[src/rtl/alu_unit.sv]
// ----------------------------------------------------------------------------
// alu_unit
// RV32I execute-stage block: decodes opcode/funct3/bit30 into a 4-bit ALU
// operation, evaluates a 32-bit combinational ALU on operands A and B, and
// keeps a registered copy of the result for the EX/MEM boundary.
//
// Out and ALUop are purely combinational so same-cycle consumers
// (forwarding, branch-target logic) see them with zero latency. OutReg is
// the only state element in the block.
// ----------------------------------------------------------------------------
module alu_unit (
    input  logic        Clock,
    input  logic        Reset_n,
    input  logic [6:0]  opcode,
    input  logic [2:0]  funct,
    input  logic        add_rshift_type,
    input  logic [31:0] A,
    input  logic [31:0] B,
    output logic [3:0]  ALUop,
    output logic [31:0] Out,
    output logic [31:0] OutReg
);

    // ------------------------------------------------------------------
    // ALU operation encoding
    // ------------------------------------------------------------------
    localparam logic [3:0] ALU_ADD     = 4'd0;
    localparam logic [3:0] ALU_SUB     = 4'd1;
    localparam logic [3:0] ALU_SLL     = 4'd2;
    localparam logic [3:0] ALU_SLT     = 4'd3;
    localparam logic [3:0] ALU_SLTU    = 4'd4;
    localparam logic [3:0] ALU_XOR     = 4'd5;
    localparam logic [3:0] ALU_SRL     = 4'd6;
    localparam logic [3:0] ALU_SRA     = 4'd7;
    localparam logic [3:0] ALU_OR      = 4'd8;
    localparam logic [3:0] ALU_AND     = 4'd9;
    localparam logic [3:0] ALU_COPY_B  = 4'd10;
    localparam logic [3:0] ALU_ILLEGAL = 4'd15;

    // ------------------------------------------------------------------
    // RV32I major opcodes handled by the decoder
    // ------------------------------------------------------------------
    localparam logic [6:0] OPC_OP     = 7'b0110011;  // R-type arithmetic
    localparam logic [6:0] OPC_OP_IMM = 7'b0010011;  // I-type arithmetic
    localparam logic [6:0] OPC_LUI    = 7'b0110111;
    localparam logic [6:0] OPC_AUIPC  = 7'b0010111;
    localparam logic [6:0] OPC_JAL    = 7'b1101111;
    localparam logic [6:0] OPC_JALR   = 7'b1100111;
    localparam logic [6:0] OPC_BRANCH = 7'b1100011;
    localparam logic [6:0] OPC_LOAD   = 7'b0000011;
    localparam logic [6:0] OPC_STORE  = 7'b0100011;

    // ------------------------------------------------------------------
    // funct3 values of the arithmetic group
    // ------------------------------------------------------------------
    localparam logic [2:0] F3_ADD_SUB = 3'b000;
    localparam logic [2:0] F3_SLL     = 3'b001;
    localparam logic [2:0] F3_SLT     = 3'b010;
    localparam logic [2:0] F3_SLTU    = 3'b011;
    localparam logic [2:0] F3_XOR     = 3'b100;
    localparam logic [2:0] F3_SR      = 3'b101;
    localparam logic [2:0] F3_OR      = 3'b110;
    localparam logic [2:0] F3_AND     = 3'b111;

    // ------------------------------------------------------------------
    // Map funct3 (+ bit 30) of the arithmetic group to an ALU operation.
    // The immediate form has no SUBI: bit 30 belongs to the immediate
    // there, so only the shift-right selection honours it.
    // ------------------------------------------------------------------
    function automatic logic [3:0] arith_op(input logic [2:0] f3,
                                            input logic       bit30,
                                            input logic       is_imm);
        logic [3:0] op;
        op = ALU_ILLEGAL;
        case (f3)
            F3_ADD_SUB: op = (bit30 && !is_imm) ? ALU_SUB : ALU_ADD;
            F3_SLL:     op = ALU_SLL;
            F3_SLT:     op = ALU_SLT;
            F3_SLTU:    op = ALU_SLTU;
            F3_XOR:     op = ALU_XOR;
            F3_SR:      op = bit30 ? ALU_SRA : ALU_SRL;
            F3_OR:      op = ALU_OR;
            F3_AND:     op = ALU_AND;
            default:    op = ALU_ILLEGAL;
        endcase
        return op;
    endfunction

    // ------------------------------------------------------------------
    // Logical / arithmetic right shift with a selectable fill bit.
    // Only the low five bits of the shift amount are meaningful.
    // ------------------------------------------------------------------
    function automatic logic [31:0] shift_right(input logic [31:0] value,
                                                input logic [4:0]  shamt,
                                                input logic        fill);
        logic [63:0] ext;
        ext = {{32{fill}}, value} >> shamt;
        return ext[31:0];
    endfunction

    // ------------------------------------------------------------------
    // Internal signals
    // ------------------------------------------------------------------
    logic [3:0]  aluop_s;
    logic [31:0] sum_s;       // A + B (mod 2^32)
    logic [32:0] diff_s;      // A - B with borrow-out in bit 32
    logic        ltu_s;       // unsigned A < B
    logic        lt_s;        // signed A < B
    logic [4:0]  shamt_s;
    logic [31:0] sll_s;
    logic [31:0] srl_s;
    logic [31:0] sra_s;
    logic [31:0] result_s;
    logic [31:0] out_r;

    // Decode opcode/funct3/bit30 into the ALU operation.
    always_comb begin
        aluop_s = ALU_ILLEGAL;
        case (opcode)
            OPC_OP:     aluop_s = arith_op(funct, add_rshift_type, 1'b0);
            OPC_OP_IMM: aluop_s = arith_op(funct, add_rshift_type, 1'b1);
            OPC_LUI:    aluop_s = ALU_COPY_B;
            // Address / link computations all reduce to an addition.
            OPC_AUIPC,
            OPC_JAL,
            OPC_JALR,
            OPC_BRANCH,
            OPC_LOAD,
            OPC_STORE:  aluop_s = ALU_ADD;
            default:    aluop_s = ALU_ILLEGAL;
        endcase
    end

    // Shared arithmetic: a single subtractor provides both SUB and the
    // compare results. Bit 32 of A + ~B + 1 is set exactly when A >= B
    // unsigned; for the signed compare, differing signs decide directly,
    // otherwise the difference cannot overflow and its sign is the answer.
    always_comb begin
        sum_s   = A + B;
        diff_s  = {1'b0, A} + {1'b0, ~B} + 33'd1;
        ltu_s   = ~diff_s[32];
        if (A[31] != B[31]) begin
            lt_s = A[31];
        end else begin
            lt_s = diff_s[31];
        end
        shamt_s = B[4:0];
        sll_s   = A << shamt_s;
        srl_s   = shift_right(A, shamt_s, 1'b0);
        sra_s   = shift_right(A, shamt_s, A[31]);
    end

    // Select the ALU result for the decoded operation; undefined
    // operations produce zero.
    always_comb begin
        result_s = 32'h0000_0000;
        case (aluop_s)
            ALU_ADD:    result_s = sum_s;
            ALU_SUB:    result_s = diff_s[31:0];
            ALU_SLL:    result_s = sll_s;
            ALU_SLT:    result_s = {31'd0, lt_s};
            ALU_SLTU:   result_s = {31'd0, ltu_s};
            ALU_XOR:    result_s = A ^ B;
            ALU_SRL:    result_s = srl_s;
            ALU_SRA:    result_s = sra_s;
            ALU_OR:     result_s = A | B;
            ALU_AND:    result_s = A & B;
            ALU_COPY_B: result_s = B;
            default:    result_s = 32'h0000_0000;
        endcase
    end

    // Result register toward the next pipeline stage; cleared
    // asynchronously and loaded on every edge otherwise.
    always_ff @(posedge Clock or negedge Reset_n) begin
        if (!Reset_n) begin
            out_r <= 32'h0000_0000;
        end else begin
            out_r <= result_s;
        end
    end

    assign ALUop  = aluop_s;
    assign Out    = result_s;
    assign OutReg = out_r;

endmodule

[config.mk]
export PLATFORM = sky130hd
export DESIGN_NAME = alu_unit
export DESIGN_NICKNAME = d
export VERILOG_FILES = /design/src/rtl/alu_unit.sv
export SDC_FILE = /design/constraint.sdc
export NUM_CORES = 1
export LEC_CHECK = 0
export ABC_AREA = 1
export CAP_MARGIN = 20
export CORE_AREA = 4 4 110 190
export CTS_CLUSTER_SIZE = 16
export DETAILED_ROUTE_END_ITERATION = 6
export DIE_AREA = 0 0 114 194
export PLACE_DENSITY = 0.83
export SLEW_MARGIN = 5
export SYNTH_ARGS = -nofsm -noshare
export SYNTH_HDL_FRONTEND = slang
export SYNTH_SLANG_ARGS = --single-unit
[constraint.sdc]
create_clock -name Clock -period 3.95 [get_ports Clock]
set_clock_uncertainty 0.15 [all_clocks]
set_input_delay 0.5925 -clock Clock [delete_from_list [all_inputs] [get_ports Clock]]
set_output_delay 0.5925 -clock Clock [all_outputs]
set_load 0.01 [all_outputs]
==> reports/results.ini, run 1 <==
[floorplan]
row_count=67
initial_utilization_pct=51.4
die_width_um=114
boundaryPins=145
die_h_um=194

[clock_network]
cts_max_path_buffers=2
numCtsBuffers=5
cts.sink_count=32
cts_root_buffer=clkbuf_16
max_h_tree_level=2

[global_route]
grt_first_pass_wirelength_um=142000
maximum_number_of_pins_on_one_net_before_global_route_repair=71
first_global_vias=21600
global_route_usage_over_all_layers_pct=81.3
grt.overflow.total=302

[synth]
yosys.area.top_type=nand2_1
synth_top_cells_by_area=nand2_1, ha_1, o21ai_0
yosys.cell_types.count=56
most_used_standard_cells_in_the_synthesized_netlist=nand2_1, o21ai_0, nor2_1
syn_area_per_cell_um2=5.44
synthArstFlopShare_pct=100
synth.top_cell.area_share_pct=17.3
total_of_flip_flops_plus_latches_after_synthesis=32
yosysWarnings=0
synth.cell_area_um2=9900
yosysSeqAreaShare_pct=8.08
synth-edff-count=0
synth_nets=1997
synth_flop_cell=dfrtp_1
synth_cells=1820
synthMostInstantiatedCell=nand2_1

[place]
port-buffer-count=144
dpl_cell_area_um2=15400
hpwlAfterDp_um=47000
placed_cells=2645
finalWeightedCongestion=1.18

[status]
outcome=aborted with a tool error
first_error=[ERROR GRT-0116] Global routing finished with congestion. Check the congestion regions in the DRC Viewer.
last-stage-reached=5_1_grt

-- logic make-up after synthesis --
kind of cell	synth area share, %
simple gates	36.7
compound gates	28.8
buf+inv	12.4
fa+ha+maj	12.9
flops	8.08
xor+xnor	0.796
mux	0.404
-- layer usage --
| metal | overflow | track usage [%] |
|---|---|---|
| met1 | 1 | 80.6 |
| met3 | 7 | 69.8 |
| met5 | 2 | 29.9 |
| met2 | 155 | 94.7 |
| met4 | 137 | 81.9 |
-- stage by stage --
stage               setup TNS (ns)  worst slack (ns)  hold slack [ns]  utilization (%)
floorplan                        0          0.000997            0.147                -
CTS                         -0.139           -0.0971            0.594             88.4
detailed placement          -21.58             -1.09            0.881             79.7
global placement            -19.63            -0.967            0.856             79.7
-- what timing repair did --
action	4_1_cts
resized for setup	540
setup buffers	81
hold buffers	0
pin swaps	83
gates cloned	1
setup endpoints to repair	33
==> inputs of run 2 (changes only) <==
--- a/config.mk
+++ b/config.mk
@@ -7,11 +7,10 @@
 export LEC_CHECK = 0
 export ABC_AREA = 1
 export CAP_MARGIN = 20
-export CORE_AREA = 4 4 110 190
-export CTS_CLUSTER_SIZE = 16
+export CORE_AREA = 4 4 163 165
 export DETAILED_ROUTE_END_ITERATION = 6
-export DIE_AREA = 0 0 114 194
-export PLACE_DENSITY = 0.83
+export DIE_AREA = 0 0 167 169
+export PLACE_DENSITY_LB_ADDON = 0.15
 export SLEW_MARGIN = 5
 export SYNTH_ARGS = -nofsm -noshare
 export SYNTH_HDL_FRONTEND = slang
==> constraint.sdc (replaced) <==
create_clock -name Clock -period 5.1 [get_ports Clock]
set_clock_uncertainty 0.15 [all_clocks]
set_input_delay 0.765 -clock Clock [delete_from_list [all_inputs] [get_ports Clock]]
set_output_delay 0.765 -clock Clock [all_outputs]
set_load 0.01 [all_outputs]
==> run 2 against run 1 <==
  * The flow now finishes without violations
  * Synthesized cell count did not move
  * Area after synthesis did not move
==> reports/results.ini, run 2 <==
[status]
outcome=completed

[floorplan]
die_area_um2=28200
die_width_um=167  ; +46%
initial_utilization_pct=39.6  ; -12 points
boundaryPins=145  ; unchanged
core-area_um2=25000
die_h_um=169  ; -13%
row_count=58  ; -13%

[place]
hpwlAfterDp_um=48700  ; +3.6%
finalWeightedCongestion=1.04  ; -11%
dpl_cell_area_um2=13500  ; -12%
port-buffer-count=144  ; unchanged
placed_cells=2481  ; -6.2%

[worst_setup_path]
critPathMaxFanout=6
cp.arrival_ns=4.10
crit_slowest_cell=clkdlybuf4s50_1
crit_path_start=A[11]
worst-path-stages=17
timing.setup.critical_path_class=in2out
crit_path_cell_trace=clkdlybuf4s50_1 > inv_1 > ha_2 > buf_4 > nand2_1 > buf_4 > nor4_1 > nand2_1 > nand2_2 > nand2_1 > nand2_1 > o21ai_0 > nand2_1 > nand3_1 > nor2_1 > nand2_1 > clkdlybuf4s50_1
cell_repeated_most_along_the_worst_path=nand2_1
crit_path_max_incr_delay_ns=0.50
cpLargestDelayFamily=buffers and inverters
worstPathRequired_ns=4.18
critical_path_buf_inv_count=5
cp-endpoint=Out[19]
worst_setup_path_end_kind=output pin
kind_of_launch_point_of_the_worst_setup_path=input port

[final_layout]
design_area_um2=13800
multi_input_comb_area_um2=8070
syn_to_final_growth_pct=39.7
n_fill_cell=2633
finish.net_count=2337
max_reg_flops=32
layout_commonest_cell=nand2_1
ff_latch_area_um2=801
final_cell_count_no_fill=2490
most-common-layout-cells=nand2_1, buf_4, o21ai_0, inv_1, nor2_1
layout-drive-gt1-share_pct=17.3
antenna-diode-count=0

[global_route]
grt_first_pass_wirelength_um=83100
global_route_usage_over_all_layers_pct=38.7
antenna_found_initial=2
grt.overflow.total=0
maximum_number_of_pins_on_one_net_before_global_route_repair=71
first_global_vias=13400

[pwr]
switching_share_pct=49.0
power_frac_comb_pct=70.5
power-per-cell-area_nw_per_um2=132
vdd_drop_max_mv=0.144
share_seq_of_total_power_pct=14.3
static-leakage-power_nw=7.20
pwr-share-clk_pct=15.2
internal_power_mw=0.931
power_switching_mw=0.895

[routing]
number_of_nets_with_antenna_violations_after_detailed_routing=0
avgViaCountPerCell=5.84
remaining_drc_errors=0
routed_wire_length_per_instance_um=23.2
detailroute.via_count=14500
drt_first_iter_violations=1834
detail_route.first_pass.iterations=6
routed_wirelength_um=57800

[sta]
timing.final.setup_violations=0
worst_slew_margin_rel_pct=46.8
timing.final.max_slew_violations=0
fin_setup_tns_ns=0
finalCriticalPeriod_ns=5.01
hold_viol=0
least_margin_pin_slew_ns=0.788
clock.fmax_mhz=200
final.period_utilization_pct=98.3

[clock_network]
cts_root_buffer=clkbuf_16
tritoncts=yes
numCtsBuffers=5  ; unchanged
cts.sink_count=32  ; unchanged
max_h_tree_level=2  ; unchanged
cts_max_path_buffers=2  ; unchanged
cts.hold.buffers_added=0  ; unchanged
register_clock_pin_slew_on_the_reported_worst_setup_and_hold_paths_ns=0.05

[job]
cap_violations=0

[synth]
synthMostInstantiatedCell=nand2_1
synth.top_cell.area_share_pct=17.3  ; unchanged
synth.cell_area_um2=9900  ; unchanged
yosys.cell_types.count=56  ; unchanged
synth_cells=1820  ; unchanged
most_used_standard_cells_in_the_synthesized_netlist=nand2_1, o21ai_0, nor2_1
synth_nets=1997  ; unchanged
total_of_flip_flops_plus_latches_after_synthesis=32  ; unchanged
synth_flop_cell=dfrtp_1
yosysWarnings=0  ; unchanged
synth_top_cells_by_area=nand2_1, ha_1, o21ai_0
yosysSeqAreaShare_pct=8.08  ; unchanged
synth-edff-count=0  ; unchanged
yosys.area.top_type=nand2_1
syn_area_per_cell_um2=5.44  ; unchanged
synthArstFlopShare_pct=100  ; unchanged

[worst_hold_path]
timing.hold.worst.class=in2async

run 2: cell counts after synthesis:
Identical to the previous run, type by type.
run 2: worst min-delay path by stage:
stage / start / end / slack [ns]
finish: Reset_n / OutReg[10] / 0.74
global route: Reset_n / OutReg[20] / 0.77
CTS: Reset_n / OutReg[10] / 0.75
detailed placement: Reset_n / OutReg[22] / 1.04
global placement: Reset_n / OutReg[24] / 1.02
floorplan: Reset_n / OutReg[0] / 0.32
run 2: power by group through the flow:
stage	sequential, mW	clock [mW]	combinational (mW)
finish	0.261	0.277	1.29
global route	0.261	0.296	1.37
CTS	0.261	0.281	1.21
detailed placement	0.265	0	1.21
global placement	0.265	0	1.20
floorplan	0.268	0	0.592
run 2: final cells by class:
type | count | share of cell area (%)
Multi-Input combinational cell | 1476 | 58.3
Timing Repair Buffer | 423 | 25.9
Inverter | 222 | 6.02
Sequential cell | 32 | 5.79
Tap cell | 330 | 2.98
Clock buffer | 6 | 0.931
Clock inverter | 1 | 0.0362
run 2: routing by layer:
metal / global-route usage, % / vias up / wire, µm / share of wire [%]
met4: 14.4 / 6 / 2830 / 4.9
li1: - / 6744 / - / -
met1: 52.3 / 6686 / 23200 / 40
met3: 10.1 / 154 / 7350 / 13
met5: 1.57 / - / 75 / 0.13
met2: 59.3 / 958 / 24400 / 42
run 2: cell families after synthesis:
group	Yosys count	synth area share [%]
simple gates	865	36.7
compound gates	498	28.8
fa+ha+maj	100	12.9
buf+inv	312	12.4
mux	4	0.404
xor+xnor	9	0.796
flops	32	8.08
run 2: what timing repair did:
action                                  CTS  global route
pin swaps                                 0             7
endpoints found under the hold margin     0             0
resized for setup                         9            66
endpoints found under the setup margin    7            22
buffers inserted                          0             2
run 2: stage by stage:
step,hold WS [ns],worst slack [ns],util (%),power [mW]
final,0.740,0.0887,55.3,1.83
after floorplan,0.319,0.467,-,0.860
after global routing,0.765,-0.0359,55.3,1.93
after global placement,1.02,-0.131,53.8,1.47
after detailed placement,1.04,-0.160,53.8,1.47
after CTS,0.748,0.0102,54.4,1.76
Power figures use the tool's default switching activity.
==> inputs of run 3 (changes only) <==
--- a/config.mk
+++ b/config.mk
@@ -11,6 +11,7 @@
 export DETAILED_ROUTE_END_ITERATION = 6
 export DIE_AREA = 0 0 167 169
 export PLACE_DENSITY_LB_ADDON = 0.15
+export SKIP_CTS_REPAIR_TIMING = 1
 export SLEW_MARGIN = 5
 export SYNTH_ARGS = -nofsm -noshare
 export SYNTH_HDL_FRONTEND = slang
==> run 3 against run 2 <==
  * Die area is the same
  * Hold slack better by 0.0030 ns
  * Wire length is essentially flat
  * Total power down 0.42%
  * Cell count did not move
  * Worst setup slack lost 0.016 ns
  * Sequential cell count is the same
  * Critical path depth shrank 1
  * Design area decreased by 0.38%
  * Clock power is essentially flat
  * Largest power group unchanged
==> reports/results.ini, run 3 (synthesis results as in run 2) <==
[status]
outcome=completed

[worst_setup_path]
cp.arrival_ns=4.11  ; about the same
cp-endpoint=Out[18]
critPathMaxFanout=5  ; -1
crit_path_start=A[13]
kind_of_launch_point_of_the_worst_setup_path=input port
worst_setup_path_end_kind=output pin
timing.setup.critical_path_class=in2out
worstPathRequired_ns=4.18  ; about the same

[global_route]
antenna_found_initial=2  ; unchanged
global_route_usage_over_all_layers_pct=38.8  ; +0.057 points
grt_first_pass_wirelength_um=83300  ; +0.25%
grt.overflow.total=0  ; unchanged
first_global_vias=13400  ; -0.075%
maximum_number_of_pins_on_one_net_before_global_route_repair=71  ; unchanged

[routing]
detailroute.via_count=14600  ; +0.096%
routed_wirelength_um=57800  ; about the same
number_of_nets_with_antenna_violations_after_detailed_routing=0  ; unchanged
remaining_drc_errors=0  ; unchanged
routed_wire_length_per_instance_um=23.2  ; about the same
drt_first_iter_violations=1860  ; +1.4%
avgViaCountPerCell=5.85  ; about the same
detail_route.first_pass.iterations=6  ; unchanged

[floorplan]
core-area_um2=25000  ; unchanged
die_width_um=167  ; unchanged
boundaryPins=145  ; unchanged
initial_utilization_pct=39.6  ; unchanged
row_count=58  ; unchanged
die_area_um2=28200  ; unchanged
die_h_um=169  ; unchanged

[worst_hold_path]
timing.hold.worst.class=in2async

[final_layout]
finish.net_count=2337  ; unchanged
layout_commonest_cell=nand2_1
antenna-diode-count=0  ; unchanged
design_area_um2=13800  ; -0.38%
syn_to_final_growth_pct=39.2
most-common-layout-cells=nand2_1, buf_4, o21ai_0, inv_1, nor2_1
layout-drive-gt1-share_pct=16.8  ; -0.46 points
final_cell_count_no_fill=2490  ; unchanged
max_reg_flops=32  ; unchanged

[pwr]
report.power.total_mw=1.82  ; -0.42%
vdd_drop_max_mv=0.144  ; -0.19%
power-per-cell-area_nw_per_um2=132  ; about the same
static-leakage-power_nw=7.22  ; +0.32%

[place]
finalWeightedCongestion=1.04  ; unchanged
dpl_cell_area_um2=13500  ; unchanged
placed_cells=2481  ; unchanged
hpwlAfterDp_um=48700  ; unchanged
placement.setup.worst_slack_ns=-0.160  ; unchanged
port-buffer-count=144  ; unchanged

[sta]
clock.fmax_mhz=199  ; -0.33%
worst_slew_margin_rel_pct=47.8  ; +1.0 points
timing.final.ws_setup_ns=0.0723  ; -0.0165 ns
timing.final.setup_violations=0  ; unchanged
rsz0062_at_grt=true
least_margin_pin_slew_ns=0.773  ; -0.0151 ns
hold_viol=0  ; unchanged
finalCriticalPeriod_ns=5.03  ; +0.0165 ns
timing.final.max_slew_violations=0  ; unchanged
final.period_utilization_pct=98.6  ; +0.32 points
fin_setup_tns_ns=0  ; unchanged

[clock_network]
max_h_tree_level=2  ; unchanged
cts_root_buffer=clkbuf_16
register_clock_pin_slew_on_the_reported_worst_setup_and_hold_paths_ns=0.05  ; about the same
tritoncts=yes
numCtsBuffers=5  ; unchanged
cts_max_path_buffers=2  ; unchanged
cts.sink_count=32  ; unchanged

[job]
cap_violations=0  ; unchanged

## run 3: layout make-up
cell class	count	area, µm²
Fill cell	2635	11200
Multi-Input combinational cell	1476	8010
Timing Repair Buffer	423	3600
Inverter	222	833
Sequential cell	32	801
Tap cell	330	413
Clock buffer	6	129
Clock inverter	1	5.00
## run 3: worst min-delay path by stage
stage             from    endpoint  slack, ns  depth (start not counted)
4_1_cts        Reset_n  OutReg[10]       0.75                          2
5_1_grt        Reset_n  OutReg[20]       0.77                          2
3_3_place_gp   Reset_n  OutReg[24]       1.02                          2
3_5_place_dp   Reset_n  OutReg[22]       1.04                          2
2_1_floorplan  Reset_n   OutReg[0]       0.32                          0
6_report       Reset_n  OutReg[26]       0.74                          2
## run 3: through the flow
stage | hold slack (ns) | util, %
CTS | 0.748 | 54.3
detailed placement | 1.04 | 53.8
floorplan | 0.319 | -
global placement | 1.02 | 53.8
finish | 0.743 | 55.1
global route | 0.765 | 55.1
## run 3: critical path, cell delays in order
cell and delay (ns):
clkdlybuf4s50_1 0.51, inv_1 0.11, ha_1 0.33, buf_4 0.15, buf_4 0.15, a21oi_1 0.19, o21ai_0 0.16, a21oi_1 0.25
nand3_2 0.18, xor2_1 0.17, nor2_1 0.05, nor2_1 0.10, nand3_1 0.08, nor2_1 0.22, o21ai_1 0.17, clkdlybuf4s50_1 0.52
## run 3: per-layer routing
metal / global-route usage (%) / wire length (µm)
met3: 9.74 / 7120
met4: 14.4 / 2910
met5: 1.57 / 59
met2: 59.3 / 24400
met1: 52.6 / 23400
## run 3: report_power, final
| group | total (mW) | internal, mW | switching (mW) |
|---|---|---|---|
| clock | 0.276 | 0.177 | 0.0993 |
| combinational | 1.28 | 0.492 | 0.789 |
| sequential | 0.261 | 0.260 | 0.00133 |
| total | 1.82 | 0.928 | 0.890 |
